<file path="src/rtl/i2s_slave_rx_deser.sv">
// i2s_slave_rx_deser
// I2S slave receive front end. Oversamples the pad-level SCK/WS/DIN on WB_CLK,
// deserialises left/right words MSB first, packs each stereo frame as {L,R}
// and buffers frames in a small first-word-fall-through FIFO.
//
// Ports
//   WB_CLK        fabric clock, at least 4x the I2S bit clock
//   WB_RSTn       asynchronous active-low reset
//   I2S_CLK_i     I2S bit clock from pad (asynchronous)
//   I2S_WS_CLK_i  word select from pad, 0 = left, 1 = right
//   I2S_DIN_i     serial data from pad
//   rx_en_i       receiver enable
//   smpl_dat_o    FIFO head, [31:16] left, [15:0] right, left-justified
//   smpl_vld_o    FIFO not empty
//   smpl_rdy_i    pops the head when smpl_vld_o is also high
//   ovfl_o        sticky overflow flag, set when a frame is dropped
//   ovfl_clr_i    one-cycle clear for ovfl_o
//   rx_debug_o    {level[3:0], empty, ovfl_o, state[1:0]}
//
// State  | meaning
// IDLE 0 | receiver disabled
// SYNC 1 | waiting for a WS 1->0 change to find the frame start
// LEFT 2 | capturing the left word
// RIGHT 3| capturing the right word, frame pushed on close
module i2s_slave_rx_deser #(
  parameter int DATA_WIDTH = 16,
  parameter int FIFO_DEPTH = 8
) (
  input  logic        WB_CLK,
  input  logic        WB_RSTn,
  input  logic        I2S_CLK_i,
  input  logic        I2S_WS_CLK_i,
  input  logic        I2S_DIN_i,
  input  logic        rx_en_i,
  output logic [31:0] smpl_dat_o,
  output logic        smpl_vld_o,
  input  logic        smpl_rdy_i,
  output logic        ovfl_o,
  input  logic        ovfl_clr_i,
  output logic [7:0]  rx_debug_o
);

  localparam int AW = $clog2(FIFO_DEPTH);
  localparam int LW = AW + 1;
  localparam int CW = $clog2(DATA_WIDTH + 1);

  typedef enum logic [1:0] {
    IDLE  = 2'd0,
    SYNC  = 2'd1,
    LEFT  = 2'd2,
    RIGHT = 2'd3
  } state_t;

  // pad synchronisers; sck_s3 is the edge-detect delay
  logic sck_s1, sck_s2, sck_s3;
  logic ws_s1, ws_s2;
  logic din_s1, din_s2;
  logic sck_rise;

  always_ff @(posedge WB_CLK or negedge WB_RSTn) begin
    if (!WB_RSTn) begin
      sck_s1 <= 1'b0;
      sck_s2 <= 1'b0;
      sck_s3 <= 1'b0;
      ws_s1  <= 1'b0;
      ws_s2  <= 1'b0;
      din_s1 <= 1'b0;
      din_s2 <= 1'b0;
    end else begin
      sck_s1 <= I2S_CLK_i;
      sck_s2 <= sck_s1;
      sck_s3 <= sck_s2;
      ws_s1  <= I2S_WS_CLK_i;
      ws_s2  <= ws_s1;
      din_s1 <= I2S_DIN_i;
      din_s2 <= din_s1;
    end
  end

  assign sck_rise = sck_s2 & ~sck_s3;

  state_t                state;
  logic                  ws_prev;
  logic [DATA_WIDTH-1:0] shreg, shreg_nxt;
  logic [CW-1:0]         bitcnt, bitcnt_nxt;
  logic [15:0]           word_just;
  logic [15:0]           left_q;
  logic [31:0]           frame_q;
  logic                  close_q;
  logic                  push_q;
  logic                  ws_rise, ws_fall;

  assign ws_rise = ws_s2 & ~ws_prev;
  assign ws_fall = ~ws_s2 & ws_prev;

  // Next shift value including the bit on this sck_rise; word_just left-justifies
  // the captured bits in 16, which also zero-pads short words at the LSB end.
  always_comb begin
    shreg_nxt  = shreg;
    bitcnt_nxt = bitcnt;
    if (bitcnt < CW'(DATA_WIDTH)) begin
      shreg_nxt  = {shreg[DATA_WIDTH-2:0], din_s2};
      bitcnt_nxt = bitcnt + CW'(1);
    end
    word_just = 16'(shreg_nxt) << (5'd16 - 5'(bitcnt_nxt));
  end

  always_ff @(posedge WB_CLK or negedge WB_RSTn) begin
    if (!WB_RSTn) begin
      state   <= IDLE;
      ws_prev <= 1'b0;
      shreg   <= '0;
      bitcnt  <= '0;
      left_q  <= '0;
      frame_q <= '0;
      close_q <= 1'b0;
      push_q  <= 1'b0;
    end else begin
      close_q <= 1'b0;
      push_q  <= close_q;
      if (sck_rise) ws_prev <= ws_s2;
      if (!rx_en_i) begin
        state  <= IDLE;
        shreg  <= '0;
        bitcnt <= '0;
      end else begin
        case (state)
          IDLE: state <= SYNC;
          SYNC: begin
            if (sck_rise && ws_fall) begin
              state  <= LEFT;
              shreg  <= '0;
              bitcnt <= '0;
            end
          end
          LEFT: begin
            if (sck_rise) begin
              if (ws_rise) begin
                left_q <= word_just;
                shreg  <= '0;
                bitcnt <= '0;
                state  <= RIGHT;
              end else begin
                shreg  <= shreg_nxt;
                bitcnt <= bitcnt_nxt;
              end
            end
          end
          RIGHT: begin
            if (sck_rise) begin
              if (ws_fall) begin
                frame_q <= {left_q, word_just};
                close_q <= 1'b1;
                shreg   <= '0;
                bitcnt  <= '0;
                state   <= LEFT;
              end else begin
                shreg  <= shreg_nxt;
                bitcnt <= bitcnt_nxt;
              end
            end
          end
          default: state <= IDLE;
        endcase
      end
    end
  end

  // frame FIFO
  logic [31:0]   mem [FIFO_DEPTH];
  logic [AW-1:0] wr_ptr, rd_ptr;
  logic [LW-1:0] level;
  logic          full, pop, push_ok, drop;

  assign full    = (level == LW'(FIFO_DEPTH));
  assign pop     = smpl_vld_o & smpl_rdy_i;
  assign push_ok = push_q & (~full | pop);
  assign drop    = push_q & full & ~pop;

  always_ff @(posedge WB_CLK or negedge WB_RSTn) begin
    if (!WB_RSTn) begin
      wr_ptr <= '0;
      rd_ptr <= '0;
      level  <= '0;
      ovfl_o <= 1'b0;
    end else begin
      if (push_ok) wr_ptr <= wr_ptr + AW'(1);
      if (pop)     rd_ptr <= rd_ptr + AW'(1);
      case ({push_ok, pop})
        2'b10:   level <= level + LW'(1);
        2'b01:   level <= level - LW'(1);
        default: level <= level;
      endcase
      // a drop in the same cycle as a clear keeps the flag set
      if (drop)            ovfl_o <= 1'b1;
      else if (ovfl_clr_i) ovfl_o <= 1'b0;
    end
  end

  always_ff @(posedge WB_CLK) begin
    if (push_ok) mem[wr_ptr] <= frame_q;
  end

  assign smpl_vld_o = (level != '0);
  assign smpl_dat_o = smpl_vld_o ? mem[rd_ptr] : 32'h0;
  // bit 3 is the empty flag, so it reads 1 out of reset
  assign rx_debug_o = {4'(level), ~smpl_vld_o, ovfl_o, state};

endmodule

</file>
<file path="config.mk">
export PLATFORM = sky130hd
export DESIGN_NAME = i2s_slave_rx_deser
export DESIGN_NICKNAME = d
export VERILOG_FILES = /design/src/rtl/i2s_slave_rx_deser.sv
export SDC_FILE = /design/constraint.sdc
export NUM_CORES = 1
export LEC_CHECK = 0
export CAP_MARGIN = 20
export CORE_ASPECT_RATIO = 0.5
export CORE_UTILIZATION = 45
export CTS_CLUSTER_SIZE = 24
export DETAILED_ROUTE_END_ITERATION = 7
export DONT_BUFFER_PORTS = 1
export GPL_TIMING_DRIVEN = 0
export MAX_ROUTING_LAYER = met4
export SETUP_SLACK_MARGIN = 0.3
export SLEW_MARGIN = 15
export SYNTH_ARGS = -nofsm -noshare
export SYNTH_HDL_FRONTEND = slang
export SYNTH_SLANG_ARGS = --single-unit
</file>
<file path="constraint.sdc">
create_clock -name WB_CLK -period 4.9 [get_ports WB_CLK]
set_input_delay 0.735 -clock WB_CLK [delete_from_list [all_inputs] [get_ports WB_CLK]]
set_output_delay 0.735 -clock WB_CLK [all_outputs]
set_load 0.02 [all_outputs]
</file>
==> metrics.md, run 1 <==
| Metric | Value |
|---|---|
| Kind of end point of the critical path | `output pin` |
| Wirelength per Cell | `between 20 and 25 um` |
| Total power | `between 7 and 8 mW` |
| Max-cap violations | `0` |
| Die H | `between 100 and 150 um` |
| Die W | `256 um` |
| Ant diodes | `0` |
| Clock sink count | `between 300 and 400` |
| Largest net degree at the start of global routing | `just over 90` |
| Top cell type's share of synthesized area | `53.1%` |
| Achievable Freq | `261 MHz` |
| Hold Crit Class | `input pin to asynchronous set/reset pin` |
| Critical Path AT | `around 3 ns` |
| IO Port Bufs | `0` |
| Cell variety after synth | `59` |
| Worst VDD drop | `255 uV` |
| Initial Util | `46.7%` |
| Post-CTS Setup Bufs | `0` |
| Grt ovf | `0` |
| Share of cells above drive strength 1 | `16.5%` |
| DRT iter0 DRCs | `577` |
| Synth Cell Area | `14500 um^2` |
| Post-Synth Adder-Cell Area | `0.346%` |
| Vias in the first global route | `just over 8000` |
| FFs w/ async S/R, synth | `26.4%` |
| Core area | `31000 um^2` |
| Syn Nets | `just over 900` |
| Cells after synthesis | `914` |
| Worst path required time | `4.16 ns` |
| Utilization after layout | `53.0%` |
| Largest family of logic cells by synthesized area | `multiplexers` |
| Routed vias | `around 8200` |
| Mean Syn Cell Area | `about 16 um^2` |
| Final Max Slew Viols | `0` |
| Actual slew at the worst max-slew pin | `1.04 ns` |
| Worst-path maximum fanout | `10` |
| Crit Path Category | `flop to output pin` |
| Status | `complete, no violations` |
| Placer Congestion | `approximately 0.84` |
| Setup Viol. Count Final | `0` |
| Synth Flop Type | `edfxtp_1` |
| DRC violations left | `0` |
| CTS tree | `done` |
| Routed WL | `between 30 and 40 mm` |
| # hold bufs at CTS | `1` |
| Rows | `45` |
| Commonest non-fill, non-tap cell in the layout | `edfxtp_1` |
| Reg clk slew, reported paths | `roughly 0.07 ns` |
| Commonest non-fill, non-tap cells in the layout | `256 x edfxtp_1, 107 x nand2_1, 92 x dfrtp_1` |
| Final worst path period share | `78.1%` |
| PostCTS Resize Cnt | `0` |
| First-pass GRT wire length | `50.0 mm` |
| Largest cells by area after synthesis | `edfxtp_1 53%, dfrtp_1 16%, mux4_2 11%` |
| Post-synthesis sequential area ratio | `69.0%` |
| Relative slew margins | `between 30% and 40%` |
| Non-filler cells, final | `1417` |
| Number of enable flip-flop cells after synthesis | `approximately 260` |
| Leak | `5.84 nW` |
| Post-DRT Antenna Nets | `0` |
| Yosys reg bits | `348` |
| Setup repair after global routing missed its margin | `false` |
| Filler cells | `around 2600` |
| Inst Count DP | `between 1000 and 1500` |
| Simple-gate portion of the synthesized area | `7.28%` |
| DRT Pass-1 Iters | `5` |
| Final Hold Slack | `between 0.01 and 0.015 ns` |
| NumNets Final | `981` |
| Total GRT Usage | `20.9%` |
| Vias per cell | `5.77` |
| H-tree depth | `1` |
| Post-DP HPWL | `roughly 22 mm` |
| Synth-to-Final Area Change | `13.3%` |
| Clk_skew | `~0.0099 ns` |
| XOR/XNOR Fraction of Synth Area | `0.787%` |
| Hold Vio Cnt, Final | `0` |
| Die Area | `32900 um^2` |
| Mux contribution to synthesized area | `14.8%` |
| Startpoint Class | `flop` |
| CTS Buf Count | `31` |
| Clock latency on the worst-skew pair | `0.58 ns` |
| Initial antenna violation count | `0` |
| Compound-Gate Fraction of Synth Area | `6.11%` |
| Io pins | `50` |
| Post-route minimum period | `3.83 ns` |
| Synth warn | `0` |
| Synth area leader | `edfxtp_1` |
| Power per cell area | `approximately 430 nW/um^2` |
| Max clock buf depth | `3` |
| Root cell of the clock tree | `clkbuf_16` |
==> per-layer routing <==
| layer | track usage, % | share of wire, % | vias up |
|---|---|---|---|
| met2 | 31.1 | 45 | 178 |
| li1 | - | - | 3672 |
| met5 | - | 0 | - |
| met3 | 3.27 | 4.9 | 42 |
| met1 | 30.7 | 49 | 4282 |
| met4 | 3.77 | 1.5 | 0 |
==> flip-flops by register name, summed over array words and instances (netlist names), 2 cells and up <==
register and count:
bitcnt 5, level 4, rd_ptr 3, wr_ptr 3, mem 256, shreg 16, state 2, frame_q 32
left_q 16
==> cells by family after synthesis <==
family,after synthesis
xor gates and xnor gates,13
adders and majority gates,4
muxes,128
buffers and inverters,57
DFF,348
AOI/OAI and AO/OA,128
and+or+nand+nor,236
==> cell type report <==
class	count	area [um^2]	share of cell area [%]
Sequential cell	348	9990	60.9
Multi-Input combinational cell	509	4310	26.3
Clock buffer	52	905	5.51
Tap cell	423	529	3.23
Timing Repair Buffer	22	359	2.19
Buffer	51	214	1.30
Clock inverter	6	75.1	0.458
Inverter	6	22.5	0.137
==> power breakdown <==
group / internal, mW / switching (mW)
Clock: 1.31 / 1.05
Combinational: 0.570 / 0.935
Sequential: 3.16 / 0.0546
Total: 5.05 / 2.04
==> critical path: stages, from the launching register on <==
cell and delay (ns):
dfrtp_1 0.52, or4_1 0.75, inv_1 0.31, buf_1 0.62, nor2_1 0.29
==> per-stage QoR <==
step	area, um^2	setup TNS, ns	worst slack [ns]
final	16400	0	1.07
after global routing	16400	0	0.907
after CTS	16400	0	0.996
after detailed placement	15400	0	1.63
after global placement	15000	-92.16	-1.47
after floorplan	14500	0	0.888
==> path summary, 6_finish.rpt <==
| kind | from | to | slack [ns] | cells past startpoint |
|---|---|---|---|---|
| worst max-delay path | level[1] | smpl_dat_o[22] | 1.07 | 4 |
| worst min-delay path | WB_RSTn | shreg[9] | 0.01 | 1 |
| worst max register to register | bitcnt[0] | left_q[13] | 1.62 | 8 |
| worst min register to register | din_s1 | din_s2 | 0.35 | 0 |
| max in group asynchronous | WB_RSTn | rd_ptr[2] | 4.41 | 1 |
| min in group WB_CLK | I2S_DIN_i | din_s1 | 0.18 | 0 |
==> cells in the mapped netlist (all sizes together) (2+ instances only) <==
cell type	number
mux2	12
or3	3
nand2	107
nor2	52
a22o	18
or4	2
nor3b	3
a22oi	6
nor3	11
a221oi	2
a21o	4
xor2	5
nand2b	7
o21ai	41
o2111ai	2
buf	22
nor2b	8
a211o	3
ha	4
a32oi	8
o31ai	10
a211oi	4
a21oi	11
edfxtp	256
a31oi	2
or2	2
o32ai	2
inv	5
dfrtp	92
a21boi	2
mux2i	48
and2	6
mux4	68
o21a	4
nand4	6
xnor2	8
clkbuf	29
nand3	24
No activity file was read; power rests on OpenSTA's default activity.
==> inputs of run 2 (changes only) <==
==> constraint.sdc (replaced) <==
create_clock -name WB_CLK -period 3.4 [get_ports WB_CLK]
set_input_delay 0.51 -clock WB_CLK [delete_from_list [all_inputs] [get_ports WB_CLK]]
set_output_delay 0.51 -clock WB_CLK [all_outputs]
set_load 0.02 [all_outputs]
==> run 2 against run 1 <==
  * Register-to-register slack got worse by 1.1 ns
  * Via count is 1.5% lower
  * Worst setup slack lost 0.66 ns
  * Cell count fell by 0.42%
  * Worst hold slack better by 0.022 ns
  * Design area is 0.76% higher
  * Sequential share of layout area fell by 0.46 points
  * Critical endpoint is now smpl_dat_o[30]
  * Highest routed layer unchanged
==> metrics.md, run 2 (synthesis gave the netlist of run 1 again) <==
| Metric | Value |
|---|---|
| H-tree depth | `1` |
| Root cell of the clock tree | `clkbuf_16` |
| Seq pwr share | `44.4%` |
| Placer Congestion | `0.840` |
| Initial antenna violation count | `0` |
| Internal Power | `about 7.5 mW` |
| Clock sink count | `roughly 350` |
| Grt ovf | `0` |
| Kind of end point of the critical path | `output pin` |
| Power per cell area | `632 nW/um^2` |
| Max reg flops | `approximately 260` |
| Vias per cell | `between 5 and 6` |
| NumNets Final | `975` |
| DRT iter0 DRCs | `663` |
| Clock share of power | `34.6%` |
| Relative slew margins | `44.1%` |
| Total GRT Usage | `20.2%` |
| Placed Area | `15300 um^2` |
| Post-DRT Antenna Nets | `0` |
| Ant diodes | `0` |
| Largest net degree at the start of global routing | `93` |
| Core area | `between 30000 and 40000 um^2` |
| Commonest non-fill, non-tap cell in the layout | `edfxtp_1` |
| Startpoint Class | `flop` |
| Wirelength per Cell | `22.1 um` |
| IO Port Bufs | `0` |
| Die Area | `32900 um^2` |
| Setup Viol. Count Final | `0` |
| Vias in the first global route | `8107` |
| Largest regs | `mem (256), frame_q (32)` |
| Clock latency on the worst-skew pair | `0.58 ns` |
| Setup repair after global routing missed its margin | `false` |
| DRT Pass-1 Iters | `5` |
| Final worst path period share | `87.7%` |
| DRC violations left | `0` |
| Crit path max-delay family | `simple AND/OR/NAND/NOR gates` |
| Max-cap violations | `0` |
| Post-CTS Setup Bufs | `0` |
| Comb power frac | `a little over a fifth` |
| Max clock buf depth | `3` |
| Worst-path maximum fanout | `10` |
| Hold Crit Class | `input pin to flop` |
| First-pass GRT wire length | `48.7 mm` |
| Routed vias | `8052` |
| CTS tree | `done` |
| Largest reg by FF count | `mem` |
| Critical Path AT | `2.47 ns` |
| Commonest non-fill, non-tap cells in the layout | `256 x edfxtp_1, 107 x nand2_1, 92 x dfrtp_1` |
| Crit-path max cell delay | `0.67 ns` |
| Io pins | `50` |
| Leak | `5.88 nW` |
| Achievable Freq | `roughly 340 MHz` |
| Actual slew at the worst max-slew pin | `approximately 0.84 ns` |
| Share of cells above drive strength 1 | `18.8%` |
| Rows | `45` |
| Clk_skew | `0.0162 ns` |
| Worst VDD drop | `403 uV` |
| Psw | `2.96 mW` |
| Die H | `129 um` |
| CTS Buf Count | `31` |
| WP buf/inv | `2` |
| Crit Path Category | `flop to output pin` |
| Die W | `256 um` |
| Post-route minimum period | `2.98 ns` |
| CP max stage cell | `or4_4` |
| Initial Util | `46.7%` |
| Post-DP HPWL | `21.1 mm` |
| Final Max Slew Viols | `0` |
| Hold Vio Cnt, Final | `0` |
| Switch share | `28.3%` |
| Utilization after layout | `53.4%` |
| Worst path required time | `2.89 ns` |
| Synth-to-Final Area Change | `14.2%` |
| Reg clk slew, reported paths | `0.07 ns` |
| CP Cell Sequence | `or4_4, inv_2, buf_4, nor2_1` |
| Routed WL | `31.2 mm` |
| Status | `complete, no violations` |
| Final design instance area without fill | `~17000 um^2` |
==> run 2: changes by cell type in the layout (fill, tap and decap cells not counted), moves of 4 or more <==
| cell | delta |
|---|---|
| buf_6 | -6 |
| buf_1 | -9 |
| clkbuf_2 | +6 |
| dlygate4sd3_1 | +4 |
| clkinv_2 | +8 |
| clkbuf_1 | -16 |
==> run 2: layout make-up <==
class	instances	area, um^2
Tap cell	423	529
Clock buffer	41	853
Fill cell	2505	14400
Inverter	6	22.5
Buffer	51	273
Clock inverter	17	199
Timing Repair Buffer	16	308
Multi-Input combinational cell	509	4350
Sequential cell	348	9990
==> run 2: per-layer routing <==
metal / wire (um) / part of all wire, % / track usage [%] / vias to the layer above
li1: - / - / - / 3652
met1: 15200 / 49 / 30.0 / 4178
met2: 14200 / 45 / 30.1 / 190
met3: 1410 / 4.5 / 2.94 / 32
met4: 366 / 1.2 / 3.21 / 0
met5: 0 / 0 / - / -
==> run 2: repair_timing <==
action	4_1_cts	5_1_grt
pin swaps	0	0
gates cloned	0	0
hold buffers	5	0
hold endpoints to repair	95	0
resized for setup	31	10
endpoints found under the setup margin	33	13
==> run 2: final timing paths <==
path | start | end | slack, ns | cells past startpoint
max reg2reg | level[1] | mem[4][12] | 0.56 | 6
min | ovfl_clr_i | ovfl_o | 0.03 | 1
max | level[1] | smpl_dat_o[30] | 0.42 | 4
max in group asynchronous | WB_RSTn | wr_ptr[1] | 2.49 | 2
min reg2reg | din_s1 | din_s2 | 0.35 | 0
min in group asynchronous | WB_RSTn | sck_s1 | 0.49 | 2
==> run 2: worst reg2reg max path: stages (launching register included) <==
cell and delay, ns:
dfrtp_1 0.61, nand4bb_1 0.21, and2_1 0.13, clkbuf_1 0.30, nand2b_1 0.32, nor2_4 0.72
buf_16 0.25
==> run 2: power by group through the flow <==
stage,registers (mW),clock network [mW],logic (mW)
2_1_floorplan,4.71,0,1.70
3_3_place_gp,4.72,0,2.15
3_5_place_dp,4.73,0,2.17
4_1_cts,4.64,3.67,2.25
5_1_grt,4.64,3.84,2.37
6_report,4.64,3.61,2.20
==> run 2: metrics by stage <==
stage / hold WS, ns / setup slack (ns) / instances / total power, mW / setup TNS [ns]
detailed placement: 0.217 / 0.205 / 1348 / 6.89 / 0
finish: 0.0332 / 0.417 / 1411 / 10.5 / 0
CTS: 0.0118 / 0.327 / 1411 / 10.6 / 0
global route: 0.0189 / 0.331 / 1411 / 10.9 / 0
global placement: 0.217 / -1.21 / 1337 / 6.87 / -281.52
floorplan: 0.214 / 0.378 / 914 / 6.42 / 0
